===== src/rtl/mealy_ctrl_pkg.sv =====
// Shared types and defaults for the Mealy sequence-detector controller.
package mealy_ctrl_pkg;

  typedef enum logic [0:0] {StIdle, StArmed} state_e;

  function automatic int unsigned len_w(input int unsigned pat_w);
    return $clog2(pat_w) + 1;
  endfunction

  localparam int unsigned DefPattern = 0;
  localparam int unsigned DefLen     = 1;
  localparam bit          DefOverlap = 1'b1;
  localparam int unsigned DefThresh  = 0;
  localparam int unsigned DefWindow  = 0;

endpackage


===== src/rtl/mealy_pat_match.sv =====
// Bit history, fill tracking and combinational pattern compare for the Mealy detector.
module mealy_pat_match
  import mealy_ctrl_pkg::*;
#(
  parameter int unsigned PAT_W = 8,
  parameter int unsigned LEN_W = len_w(PAT_W)
) (
  input  logic             clk_i,
  input  logic             rst_ni,
  input  logic             x_i,
  input  logic             shift_en_i,
  input  logic             clear_i,
  input  logic             overlap_i,
  input  logic [PAT_W-1:0] pattern_i,
  input  logic [LEN_W-1:0] len_i,
  output logic             y_o
);

  logic [PAT_W-2:0] hist_q, hist_d;
  logic [LEN_W-1:0] fill_q, fill_d;
  logic [PAT_W-1:0] cand, mask;
  logic             fill_ok;

  // fill counts how many history bits are valid for the current compare
  always_comb begin
    cand    = {hist_q, x_i};
    mask    = ~({PAT_W{1'b1}} << len_i);
    fill_ok = (fill_q >= (len_i - LEN_W'(1)));
    y_o     = shift_en_i & fill_ok & (((cand ^ pattern_i) & mask) == '0);
  end

  always_comb begin
    hist_d = hist_q;
    fill_d = fill_q;
    if (clear_i) begin
      hist_d = '0;
      fill_d = '0;
    end else if (shift_en_i) begin
      hist_d = cand[PAT_W-2:0];
      if (y_o && !overlap_i) begin
        fill_d = '0;
      end else if (fill_q != LEN_W'(PAT_W)) begin
        fill_d = fill_q + LEN_W'(1);
      end
    end
  end

  always_ff @(posedge clk_i or negedge rst_ni) begin
    if (!rst_ni) begin
      hist_q <= '0;
      fill_q <= '0;
    end else begin
      hist_q <= hist_d;
      fill_q <= fill_d;
    end
  end

endmodule


===== src/rtl/mealy_seq_ctrl.sv =====
// Run-time controller: config registers, detection window FSM, match counting and status pulses.
module mealy_seq_ctrl
  import mealy_ctrl_pkg::*;
#(
  parameter int unsigned PAT_W = 8,
  parameter int unsigned CNT_W = 8,
  parameter int unsigned WIN_W = 16,
  localparam int unsigned LEN_W = len_w(PAT_W)
) (
  input  logic             clk,
  input  logic             rst_n,
  input  logic             cfg_valid,
  output logic             cfg_ready,
  input  logic [PAT_W-1:0] cfg_pattern,
  input  logic [LEN_W-1:0] cfg_len,
  input  logic             cfg_overlap,
  input  logic [CNT_W-1:0] cfg_thresh,
  input  logic [WIN_W-1:0] cfg_window,
  input  logic             start,
  input  logic             abort,
  input  logic             x,
  input  logic             x_valid,
  output logic             y,
  output logic [CNT_W-1:0] match_cnt,
  output logic             busy,
  output logic             done,
  output logic             timeout,
  output logic             cfg_err
);

  state_e           state_q, state_d;
  logic [PAT_W-1:0] pat_q;
  logic [LEN_W-1:0] len_q;
  logic             ovl_q;
  logic [CNT_W-1:0] thr_q;
  logic [WIN_W-1:0] win_q;
  logic [CNT_W-1:0] match_cnt_q, match_cnt_d, cnt_nxt;
  logic [WIN_W-1:0] win_cnt_q, win_cnt_d, win_nxt;
  logic             done_q, timeout_q, cfg_err_q;
  logic             armed, bit_en, start_go, cfg_fire, len_ok, match_inc, hit_thr, hit_win;

  assign armed     = (state_q == StArmed);
  assign cfg_ready = ~armed;
  assign busy      = armed;
  assign match_cnt = match_cnt_q;
  assign done      = done_q;
  assign timeout   = timeout_q;
  assign cfg_err   = cfg_err_q;

  mealy_pat_match #(
    .PAT_W (PAT_W),
    .LEN_W (LEN_W)
  ) u_pat_match (
    .clk_i      (clk),
    .rst_ni     (rst_n),
    .x_i        (x),
    .shift_en_i (bit_en),
    .clear_i    (start_go),
    .overlap_i  (ovl_q),
    .pattern_i  (pat_q),
    .len_i      (len_q),
    .y_o        (y)
  );

  // abort outranks a match, threshold outranks window exhaustion on the same bit
  always_comb begin
    bit_en    = armed & x_valid;
    start_go  = start & ~armed;
    cfg_fire  = cfg_valid & ~armed;
    len_ok    = (cfg_len != '0) && (cfg_len <= LEN_W'(PAT_W));
    match_inc = y & ~abort;
    cnt_nxt   = (match_inc && !(&match_cnt_q)) ? match_cnt_q + CNT_W'(1) : match_cnt_q;
    win_nxt   = win_cnt_q + WIN_W'(1);
    hit_thr   = match_inc && (thr_q != '0) && (cnt_nxt == thr_q);
    hit_win   = bit_en && (win_q != '0) && (win_nxt == win_q);

    state_d     = state_q;
    match_cnt_d = match_cnt_q;
    win_cnt_d   = win_cnt_q;
    if (start_go) begin
      state_d     = StArmed;
      match_cnt_d = '0;
      win_cnt_d   = '0;
    end else if (armed) begin
      match_cnt_d = cnt_nxt;
      if (bit_en) win_cnt_d = win_nxt;
      if (abort || hit_thr || hit_win) state_d = StIdle;
    end
  end

  always_ff @(posedge clk or negedge rst_n) begin
    if (!rst_n) begin
      state_q     <= StIdle;
      pat_q       <= PAT_W'(DefPattern);
      len_q       <= LEN_W'(DefLen);
      ovl_q       <= DefOverlap;
      thr_q       <= CNT_W'(DefThresh);
      win_q       <= WIN_W'(DefWindow);
      match_cnt_q <= '0;
      win_cnt_q   <= '0;
      done_q      <= 1'b0;
      timeout_q   <= 1'b0;
      cfg_err_q   <= 1'b0;
    end else begin
      state_q     <= state_d;
      match_cnt_q <= match_cnt_d;
      win_cnt_q   <= win_cnt_d;
      done_q      <= armed & ~abort & hit_thr;
      timeout_q   <= armed & ~abort & hit_win & ~hit_thr;
      cfg_err_q   <= cfg_fire & ~len_ok;
      if (cfg_fire && len_ok) begin
        pat_q <= cfg_pattern;
        len_q <= cfg_len;
        ovl_q <= cfg_overlap;
        thr_q <= cfg_thresh;
        win_q <= cfg_window;
      end
    end
  end

endmodule


===== config.mk =====
export PLATFORM = sky130hd
export DESIGN_NAME = mealy_seq_ctrl
export DESIGN_NICKNAME = d
export VERILOG_FILES = /design/src/rtl/mealy_ctrl_pkg.sv /design/src/rtl/mealy_pat_match.sv /design/src/rtl/mealy_seq_ctrl.sv
export SDC_FILE = /design/constraint.sdc
export NUM_CORES = 1
export LEC_CHECK = 0
export ABC_AREA = 1
export ABC_CLOCK_PERIOD_IN_PS = 3300
export BUFFER_PORTS_ARGS = -buffer_cell sky130_fd_sc_hd__buf_2
export CAP_MARGIN = 10
export CORE_UTILIZATION = 45
export CTS_BUF_LIST = sky130_fd_sc_hd__clkbuf_8
export DETAILED_ROUTE_END_ITERATION = 10
export PLACE_DENSITY = 0.74
export SYNTH_ARGS = -nofsm -noshare
export SYNTH_HDL_FRONTEND = slang
export SYNTH_HIERARCHICAL = 1
export SYNTH_SLANG_ARGS = --single-unit
export TNS_END_PERCENT = 20

===== constraint.sdc =====
create_clock -name clk -period 3.3 [get_ports clk]
set_clock_uncertainty 0.1 [all_clocks]
set_input_delay 0.66 -clock clk [delete_from_list [all_inputs] [get_ports clk]]
set_output_delay 0.66 -clock clk [all_outputs]
set_load 0.01 [all_outputs]

Word level (Yosys, flattened, before mapping)
Cells that the tools add are included.
{"block": "totals", "regBits": 76, "inputBits": 44, "out_inout_bits": 14, "wordCells": 78}
{"block": "classes", "add_sub_neg": 4, "order_cmp": 2, "n_eq_ne": 3, "shift": 1, "n_mux": 15, "bitwise_logic": 18, "reduce_logical": 22}
{"operator": "$mux W16", "n": 3}
{"operator": "$mux W8", "n": 3}
{"operator": "$add A16 B1 Y16 const B", "n": 1}
{"operator": "$eq A16 B16 Y1", "n": 1}
{"operator": "$mux W4", "n": 4}
{"operator": "$reduce_bool A16 Y1", "n": 1}
{"operator": "$mux W7", "n": 2}
{"operator": "$and A1 B1 Y1", "n": 11}
{"operator": "$add A8 B1 Y8 const B", "n": 1}
{"operator": "$and A8 B8 Y8", "n": 1}
{"operator": "$eq A8 B8 Y1", "n": 1}
{"operator": "$logic_and A1 B1 Y1", "n": 8}
{"operator": "$logic_not A8 Y1", "n": 1}
{"operator": "$not A8 Y8", "n": 1}
{"operator": "$reduce_and A8 Y1", "n": 1}
{"operator": "$reduce_bool A8 Y1", "n": 1}
{"operator": "$shl A8 B4 Y8 const A", "n": 1}
{"operator": "$xor A8 B8 Y8", "n": 1}
{"operator": "$add A4 B1 Y4 const B", "n": 1}
{"operator": "$ge A4 B4 Y1", "n": 1}
{"operator": "$le A4 B4 Y1 const B", "n": 1}
{"operator": "$ne A4 B4 Y1 const B", "n": 1}
{"operator": "$not A1 Y1", "n": 4}
{"operator": "$reduce_and A2 Y1", "n": 2}
{"operator": "7 further kinds", "n": 12}

Depth between registers and ports, before layout
Gate-level depths: netlist of the first run.
{"block": "depth", "ltp_word": 15, "depth_mapped": 24, "mapped_depth_nobuf": 24}

Hierarchy
The synthesis of the first run kept the hierarchy.
{"mod": "mealy_seq_ctrl", "n_inst": 1, "cells_per_inst": 510, "area_each_um2": 3787.4, "seq_area_each_um2": 1629.1}
{"mod": "mealy_pat_match", "n_inst": 1, "cells_per_inst": 143, "area_each_um2": 957.2, "seq_area_each_um2": 275.3}

Least setup slack after synthesis of the first run
Ideal clock, no wire load.
{"block": "synth_timing", "path_kind": "register to register", "start": "register len_q[0]", "end": "register timeout_q, in the netlist timeout", "setup_ns": 0.115, "t_arrival_ns": 3.042, "required_ns": 3.085, "path_slack_ns": 0.043, "path_stages_with_launch": 23, "n_path_buf": 1, "synth_period_minus_slack_ns": 3.257, "path_cell_list": "dfstp_2 -> inv_1 -> ha_1 -> ha_1 -> ha_1 -> nand2_1 -> inv_1 -> nand3_1 -> nand3_1 -> nand2_1 -> nor3_1 -> nand2_1 -> inv_2 -> buf_2 -> nand4_1 -> nand3_1 -> nand2_1 -> nor2_1 -> nand2_1 -> nor2_2 -> inv_1 -> nand2_1 -> nor2_1"}
{"block": "synth_between", "elab_chain_len": 12, "elab_cells_between_ends": 16, "cone_classes": "add/sub (1); order compare (1); eq/ne (1); shift (1); mux (1); bitwise (7); reduce/logical (4)"}
{"item": "from (decl)", "line": "mealy_seq_ctrl.sv:33", "rtl": "logic [LEN_W-1:0] len_q;"}
{"item": "from (signal assigned)", "line": "mealy_seq_ctrl.sv:95", "rtl": "len_q <= LEN_W'(DefLen);"}
{"item": "from (signal assigned)", "line": "mealy_seq_ctrl.sv:113", "rtl": "len_q <= cfg_len;"}
{"item": "parallel branches: the longest is 4 deep, another holds $sub A4 B1 Y4"}
{"item": "$and A1 B1 Y1 *", "line": "mealy_pat_match.sv:29", "rtl": "y_o = shift_en_i & fill_ok & (((cand ^ pattern_i) & mask) == '0);"}
{"item": "net y", "line": "mealy_seq_ctrl.sv:23", "rtl": "output logic y,"}
{"item": "$and A1 B1 Y1 *", "line": "mealy_seq_ctrl.sv:71", "rtl": "match_inc = y & ~abort;"}
{"item": "$logic_and A1 B1 Y1", "line": "mealy_seq_ctrl.sv:72", "rtl": "cnt_nxt = (match_inc && !(&match_cnt_q)) ? match_cnt_q + CNT_W'(1) : match_cnt_q;"}
{"item": "$mux W8", "line": "mealy_seq_ctrl.sv:72"}
{"item": "$eq A8 B8 Y1", "line": "mealy_seq_ctrl.sv:74", "rtl": "hit_thr = match_inc && (thr_q != '0) && (cnt_nxt == thr_q);"}
{"item": "$logic_and A1 B1 Y1 *", "line": "mealy_seq_ctrl.sv:74"}
{"item": "$not A1 Y1 *", "line": "mealy_seq_ctrl.sv:109", "rtl": "timeout_q <= armed & ~abort & hit_win & ~hit_thr;"}
{"item": "$and A1 B1 Y1 *", "line": "mealy_seq_ctrl.sv:109"}
{"item": "to (signal assigned)", "line": "mealy_seq_ctrl.sv:109"}
{"item": "to (decl)", "line": "mealy_seq_ctrl.sv:39", "rtl": "logic done_q, timeout_q, cfg_err_q;"}
Mark *: on every way through the listed nets, which the timed path passes.
A chain may end at the register's enable or synchronous reset.

Worst setup path in the final report of the first run
{"block": "layout_timing", "start": "register len_q[0]", "end": "output y"}
{"block": "layout_between", "elab_chain_len": 5, "elab_cells_between_ends": 8, "cone_classes": "add/sub (1); order compare (1); shift (1); bitwise (4); reduce/logical (1)"}
{"item": "parallel branches: the longest is 4 deep, another holds $sub A4 B1 Y4"}
{"item": "$and A1 B1 Y1 *", "line": "mealy_pat_match.sv:29"}
{"item": "to (decl)", "line": "mealy_seq_ctrl.sv:23"}
Every way passes the cells marked *.

==> results of run 1 <==
stage by stage:
step | util (%) | total power [mW] | cell area, um^2 | setup TNS [ps] | hold slack, ps
after floorplan | - | 1.888 | 4745 | 0 | 264.4
after global placement | 50.68 | 2.120 | 5209 | 0 | 411.8
after detailed placement | 50.68 | 2.163 | 5209 | -101.8 | 427.2
after CTS | 52.80 | 2.938 | 5426 | 0 | 400.4
after global routing | 54.16 | 3.260 | 5567 | -116.5 | 420.5
final | 54.16 | 3.055 | 5567 | 0 | 349.5
registers in the layout (all words and copies together), names as in the netlist:
signal	cells
len_q	4
ovl_q	1
timeout	1
u_pat_match/fill_q	4
done	1
thr_q	8
win_cnt_q	16
busy	1
cfg_err	1
match_cnt	8
u_pat_match/hist_q	7
win_q	16
pat_q	8
logic make-up (layout without fill, tap and decap cells):
| logic type | Yosys count | count (layout) | share of synthesized area, % |
|---|---|---|---|
| buffers and inverters | 109 | 182 | 8.992 |
| adders and majority gates | 12 | 12 | 3.164 |
| and+or+nand+nor | 374 | 374 | 35.39 |
| muxes | 16 | 16 | 3.797 |
| AOI/OAI and AO/OA | 57 | 57 | 6.857 |
| DFF | 76 | 76 | 40.14 |
| xor gates and xnor gates | 9 | 9 | 1.661 |
layout by cell type (no fill, tap or decap), types with 5 or more instances in the layout:
master,count
xor2_1,6
nand2_1,166
mux2_2,16
nor2_1,67
inv_2,17
nand2_2,13
nand3_2,9
nor2_2,5
a21oi_1,23
ha_1,8
nand4_1,16
buf_2,56
o22ai_1,20
inv_1,77
nand3_1,76
clkbuf_8,9
o21ai_0,12
dfrtp_1,74
buf_4,10
worst max path at each step:
stage | start | endpoint | slack (ps) | cells after the start
global route | len_q[0] | busy | -70 | 21
global placement | len_q[0] | timeout | 30 | 23
CTS | len_q[0] | y | 0.7 | 12
detailed placement | len_q[0] | timeout | -60 | 23
finish | len_q[0] | y | 60 | 12
floorplan | len_q[0] | timeout | 40 | 22
what timing repair did:
action,4_1_cts,5_1_grt
setup endpoints to repair,4,4
gates resized for setup,3,26
pin swaps,0,14
cloned,0,1
buffers inserted,0,4
worst max-delay path, delay by kind of cell, from the launching register on:
family	cells	cell delay (ps)
fa+ha+maj	3	690
buf+inv	4	380
flops	1	540
simple gates	5	530
layer usage:
| metal | routed length [um] | up-vias | track usage, % | part of all wire, % |
|---|---|---|---|---|
| met5 | 0 | - | 0 | 0 |
| met4 | 335 | 0 | 9.457 | 2.7 |
| met3 | 483 | 25 | 2.870 | 3.9 |
| met2 | 5679 | 134 | 37.46 | 46 |
| met1 | 5777 | 2121 | 31.09 | 47 |
| li1 | - | 2240 | - | - |
report_power, final:
part	leakage [nW]	internal (mW)	total, mW	switching (mW)
Sequential	0.951	1.10	1.27	0.171
Combinational	1.74	0.414	1.02	0.604
Clock	0.106	0.417	0.766	0.349
Total	2.79	1.93	3.05	1.12
layout make-up:
type / instances / area (um^2)
clock buffers: 9 / 123.9
clock inverters: 6 / 81.33
fillers: 1018 / 4711
inverters: 98 / 372.9
multi-input cells: 468 / 2522
flip-flops and latches: 76 / 1904
well taps: 136 / 170.2
repair buffers: 68 / 386.6
repair inverters: 1 / 5.005
==> qor.txt, run 1 <==
Drt wl/cell - 14.24 um
CP max FO - 2
Synth Warn # - 6
Synth unique cells - 33
Reg2reg setup slack - 110 ps
Count leader, synth - nand2_1
Max stage delay on crit path - 540 ps
CTS tree - done
Non-Filler Instances - 862
Primary FF master, synth - dfrtp_1
Setup ws final - 62.79 ps
CP max stage cell - dfstp_2
Place WS - -59.33 ps
Post-Synthesis Cells - 653
CP cell instances - inv_2 -> ha_2 -> ha_4 -> ha_4 -> nand2_2 -> inv_2 -> nand3_2 -> nand3_2 -> nand2_2 -> nor3_4 -> buf_4 -> buf_2
Req. time, crit path - 2540 ps
Diode count - 0
Post-synthesis cell area - 0.004745 mm^2
Detailed placer's ending HPWL - 8987 um
IO Port Bufs - 57
Placement row count - 37
Detailed Route Iter0 Violations - 298
Post-route ant nets - 0
Htree depth - 3
Top cells by area, synth - dfrtp_1 39%, nand2_1 14%, nand3_1 8.2%
Final hold viol count - 0
WP data arrival - 2480 ps
Slew @ Worst Pin - 950.0 ps
Reg2Reg Depth - 23
Final period util - 98.10%
Final setup viols - 0
Power Density - 548.8 mW/mm^2
Cell count after placement - 842
CP startpoint kind - flip-flop
Max transition margin - 36.66%
Layout cells sized above 1 - 22.31%
Max cap viols - 0
Reg-to-Reg End - busy
Worst skew pair latency - 350 ps
Tmin final - 3237 ps
Core footprint - 0.01028 mm^2
Fin nets - 778
Pleak - 2.793 nW
Initial Util - 46.17%
TritonCTS Buffers - 9
Vias - 4520
Post-synth top cells - 175 x nand2_1, 80 x inv_1, 78 x nand3_1, 74 x dfrtp_1, 68 x nor2_1
Fmax - 0.3089 GHz
Global-route wire length before repair - 20120 um
Slew Limit Fails - 0
GRT overflow - 0
Routability Congestion - 0.9627
Setup repair after global routing missed its margin - yes
Die ar. - 0.01096 mm^2
CTS sink cnt - 76
Die H - 104.7 um
DRC viols - 0
Max clock buf depth - 2
Sequential area share after synthesis - 40.14%
Syn_nets - 709
Area Growth Syn to Fin - 17.33%
Ys async rst share - 100.0%
Hold Buf Count CTS - 0
Worst Setup End Kind - output port
Min-delay worst type - input pin to asynchronous set/reset pin
Initial antenna violation count - 0
Share of the synthesized area in the top cell type - 39.03%
Clk slew on worst S/H paths - 80 ps
Tot GR Track Use - 23.03%
Vias/cell - 5.244
Largest net degree at the start of global routing - 77
WL final - 12280 um
TritonRoute pass-1 iters - 5
Vias in the first global route - 4276
Worst ir drop on vdd - 0.3155 mV
Post-synth top area cell - dfrtp_1
Io pins - 58
Die Width - 104.7 um
Status - complete, no violations
Clock tree root buffer cell - clkbuf_8
R2r startpoint - len_q[0]
Synth Register Bits - 76
Avg Inst Size Synth - 7.266 um^2
Post-synth EDFFs - 0
Setup CP Type - flip-flop to output port
(Power assumes the default switching activity.)
==> run 2, diff against run 1 <==
--- a/config.mk
+++ b/config.mk
@@ -12,6 +12,7 @@
 export CORE_UTILIZATION = 45
 export CTS_BUF_LIST = sky130_fd_sc_hd__clkbuf_8
 export DETAILED_ROUTE_END_ITERATION = 10
+export GPL_TIMING_DRIVEN = 0
 export PLACE_DENSITY = 0.74
 export SYNTH_ARGS = -nofsm -noshare
 export SYNTH_HDL_FRONTEND = slang
==> qor.txt, run 2 (same netlist as run 1, synthesis figures left out) <==
Status - complete, no violations
Met1 Track Usage GR - 30.14%
Power Density - 528.7 mW/mm^2
Setup TNS - 0 ps
IO Port Bufs - 57
Clock share of power - 23.9%
Pint - 1.841 mW
Hold slack final - 85.14 ps
TritonRoute pass-1 iters - 5
WL final - 12560 um
Busiest grt layer - met2
Final hold viol count - 0
Fin nets - 786
Most frequent cells in the layout - 171 x nand2_1, 80 x inv_1, 75 x nand3_1
CTS sink cnt - 76
Req. time, crit path - 2540 ps
Diode count - 0
Vias in the first global route - 4506
CTS tree - done
Placed inst area - 0.005230 mm^2
Die H - 104.7 um
GRT overflow - 0
Fmax - 0.3084 GHz
Post-layout util - 54.29%
Layout cells sized above 1 - 21.77%
Reg2Reg Depth - 23
Non-Filler Instances - 871
Slew @ Worst Pin - 590.8 ps
Die ar. - 0.01096 mm^2
Fillcell total - 974
Routability Congestion - 0.9608
Cell count after placement - 847
Worst skew pair latency - 360 ps
Die Width - 104.7 um
Clk slew on worst S/H paths - 90 ps
Drt wl/cell - 14.42 um
Cell area after layout - 0.005579 mm^2
Htree depth - 3
Flop pwr share - 43.1%
Tot GR Track Use - 24.29%
Vias/cell - 5.311
Setup CP Type - flip-flop to output port
Detailed placer's ending HPWL - 9501 um
Sw frac - 37.58%
Setup repair after global routing missed its margin - yes
Placement row count - 37
Largest net degree at the start of global routing - 57
Switch Pwr - 1.108 mW
GR Layer Usage met2 - 40.78%
Post-route ant nets - 0
Min-delay worst type - input pin to asynchronous set/reset pin
Core footprint - 0.01028 mm^2
DRC viols - 0
Tmin final - 3243 ps
Most common cell after layout, fill and taps aside - nand2_1
Pleak - 2.794 nW
Max clock buf depth - 2
CP max FO - 3
Worst ir drop on vdd - 0.3103 mV
Largest regs - win_cnt_q x16, win_q x16
Met3 Use GR - 4.304%
Final period util - 98.26%
Worst Setup End Kind - output port
Detailed Route Iter0 Violations - 274
Place WS - -481.9 ps
Area Growth Syn to Fin - 17.59%
WP data arrival - 2480 ps
Setup ws final - 57.49 ps
Combinational share of power - 33.0%
Global-route wire length before repair - 20930 um
Pwr Total - 2.950 mW
Hold Buf Count CTS - 0
Io pins - 58
TritonCTS Buffers - 9
CP startpoint kind - flip-flop
Final setup viols - 0
Slew Limit Fails - 0
Vias - 4626
Initial antenna violation count - 0
Max transition margin - 60.62%
Initial Util - 46.17%
Max cap viols - 0
Clock tree root buffer cell - clkbuf_8
run 2: critical path, stage by stage (launching register included):
cell and delay (ps):
dfstp_2 560, inv_4 50, ha_4 160, ha_4 220
ha_4 260, nand2_2 50, inv_2 60, nand2_1 60
nand3_2 70, nand2_2 80, nor3_4 190, buf_4 150
buf_4 100, buf_6 90
run 2: layout make-up:
| type | instances | area (um^2) | share of cell area (%) |
|---|---|---|---|
| buffer | 11 | 65.06 | 1.166 |
| clock buffer | 9 | 123.9 | 2.220 |
| multi-input combinational | 468 | 2497 | 44.76 |
| clock inverter | 7 | 62.56 | 1.121 |
| timing repair buffer | 66 | 381.6 | 6.840 |
| inverter | 98 | 372.9 | 6.683 |
| sequential | 76 | 1906 | 34.16 |
| tap | 136 | 170.2 | 3.050 |
run 2: power by group through the flow:
stage	Combinational, mW	Sequential (mW)	Clock (mW)
after CTS	0.910	1.26	0.713
final	0.973	1.27	0.705
after detailed placement	0.870	1.28	0
after global placement	0.833	1.27	0
after global routing	1.10	1.30	0.757
after floorplan	0.654	1.23	0
run 2: worst paths after layout:
path | startpoint | endpoint | slack [ps]
setup reg to reg | len_q[0] | timeout | 140
min in group clk | cfg_pattern[7] | pat_q[7] | 430
setup / recovery | len_q[0] | y | 60
hold / removal | rst_n | win_cnt_q[3] | 90
max in group asynchronous | rst_n | len_q[0] | 2380
hold reg to reg | pat_q[5] | pat_q[5] | 440
run 2: repair_timing:
action | 4_1_cts | 5_1_grt
setup buffers | 5 | 3
pin swaps | 5 | 11
endpoints found under the hold margin | 0 | 0
setup endpoints to repair | 6 | 4
gates resized for setup | 11 | 15
run 2: layer usage:
metal / vias up / part of all wire, %
met3: 35 / 5.4
met5: - / 0
met4: 0 / 3.4
met1: 2169 / 43
li1: 2264 / -
met2: 158 / 48
==> run 3, diff against run 2 <==
==> constraint.sdc (replaced) <==
create_clock -name clk -period 3.3 [get_ports clk]
set_clock_uncertainty 0.1 [all_clocks]
set_input_delay 0.66 -clock clk [delete_from_list [all_inputs] [get_ports clk]]
set_output_delay 0.66 -clock clk [all_outputs]
set_load 0.02 [all_outputs]
==> qor.txt, run 3 (same netlist as run 1, synthesis figures left out) <==
Status - complete, no violations
Max transition margin - 58.27%
CP max FO - 3
Io pins - 58
Max stage delay on crit path - 560 ps
Clock tree root buffer cell - clkbuf_8
Detailed Route Iter0 Violations - 320
Cell count after placement - 847
WL final - 12470 um
Setup TNS - 0 ps
Register area - 0.001906 mm^2
Drt wl/cell - 14.30 um
CP max stage cell - dfstp_2
Post-route ant nets - 0
DRC viols - 0
Htree depth - 3
Tmin final - 3202 ps
Number of buffers and inverters on the critical path - 4
Global-route wire length before repair - 20360 um
R2r startpoint - len_q[0]
Initial Util - 46.17%
CP cell instances - inv_2 -> ha_4 -> ha_4 -> ha_4 -> nand2_1 -> inv_2 -> nand3_2 -> nand3_2 -> nand2_2 -> nor3_4 -> buf_4 -> buf_4
Fillcell total - 1018
Worst ir drop on vdd - 0.2627 mV
Vias in the first global route - 4377
Largest regs - win_cnt_q x16, win_q x16
Req. time, crit path - 2540 ps
Initial antenna violation count - 0
CTS tree - done
GRT overflow - 0
Crit-path most repeated cell - ha_4
Reg2Reg Depth - 24
Largest net degree at the start of global routing - 56
Multi-input logic area - 0.002525 mm^2
Reg2reg setup slack - 140 ps
Slew @ Worst Pin - 625.9 ps
Max cap viols - 0
Most frequent cells in the layout - 167 x nand2_1, 78 x inv_1, 75 x nand3_1
Die ar. - 0.01096 mm^2
Vias/cell - 5.281
Vias - 4605
CTS sink cnt - 76
Worst skew pair latency - 380 ps
Most common cell after layout, fill and taps aside - nand2_1
Routability Congestion - 0.9245
Layout cells sized above 1 - 22.83%
Setup repair after global routing missed its margin - yes
Final setup viols - 0
CP startpoint kind - flip-flop
CP delay by family, top - adder cells
Tot GR Track Use - 23.87%
Die Width - 104.7 um
Placement row count - 37
WP data arrival - 2440 ps
Area Growth Syn to Fin - 18.70%
Die H - 104.7 um
Core footprint - 0.01028 mm^2
Pleak - 2.794 nW
TritonCTS Buffers - 9
Clk slew on worst S/H paths - 90 ps
Non-Filler Instances - 872
Worst Setup End Kind - output port
Power Density - 529.7 mW/mm^2
Fmax - 0.3123 GHz
Diode count - 0
Final period util - 97.03%
Pwr Total - 2.983 mW
Max clock buf depth - 2
Final hold viol count - 0
IO Port Bufs - 57
Detailed placer's ending HPWL - 9387 um
Slew Limit Fails - 0
Hold Buf Count CTS - 0
TritonRoute pass-1 iters - 5
Min-delay worst type - input pin to asynchronous set/reset pin
Setup CP Type - flip-flop to output port
Reg-to-Reg End - busy
Fin nets - 787
[run 3: cell types whose count changed in the layout (fill, tap and decap cells not counted), moves of 2 or more]
cell,delta
nand2_2,+3
nand2_1,-4
clkinvlp_4,+2
inv_1,-2
[run 3: area by class of cell]
class	instances	share of cell area (%)
repair buffers	67	6.976
plain buffers	11	1.155
clock buffers	10	2.444
clock inverters	6	1.155
well taps	136	3.022
flip-flops and latches	76	33.84
inverters	98	6.576
multi-input cells	468	44.83
[run 3: worst max-delay path by stage]
stage             start      end  cells past startpoint
5_1_grt        len_q[0]     busy                     23
4_1_cts        len_q[0]  timeout                     24
2_1_floorplan  len_q[0]  timeout                     22
6_report       len_q[0]        y                     12
3_3_place_gp   len_q[0]  timeout                     22
3_5_place_dp   len_q[0]  timeout                     22
[run 3: per-layer routing]
layer / GRT usage, % / share of wire (%) / wire length (um)
met5: 0 / 0 / 0
met4: 10.56 / 2.9 / 359
met3: 6.051 / 6.4 / 794
met2: 39.31 / 48 / 6012
met1: 29.52 / 43 / 5307
[run 3: worst register-to-register path: cells and delay by family (launching register included)]
family / cells / cell delay, ps
adder cells (fa/ha/maj): 3 / 650
AND/OR/NAND/NOR: 17 / 1430
flip-flops: 1 / 560
buffers and inverters: 4 / 320
[run 3: per-stage QoR]
step	instance area (um^2)	hold slack, ps	setup slack (ps)	util (%)
finish	5632	60.68	98.03	54.80
global route	5632	65.75	-65.82	54.80
CTS	5544	58.11	40.88	53.94
detailed placement	5235	425.2	-298.8	50.94
global placement	5205	417.6	-197.7	50.65
floorplan	4750	264.4	25.44	-
[run 3: where the power goes]
part           switching (mW)  total (mW)  internal [mW]
registers               0.170        1.27           1.10
logic                   0.574       0.968          0.395
clock network           0.376       0.744          0.368
[run 3: what timing repair did]
action	4_1_cts	5_1_grt
cloned	1	0
setup endpoints to repair	4	4
setup buffers	5	3
pin swaps	8	20
resized for setup	17	15
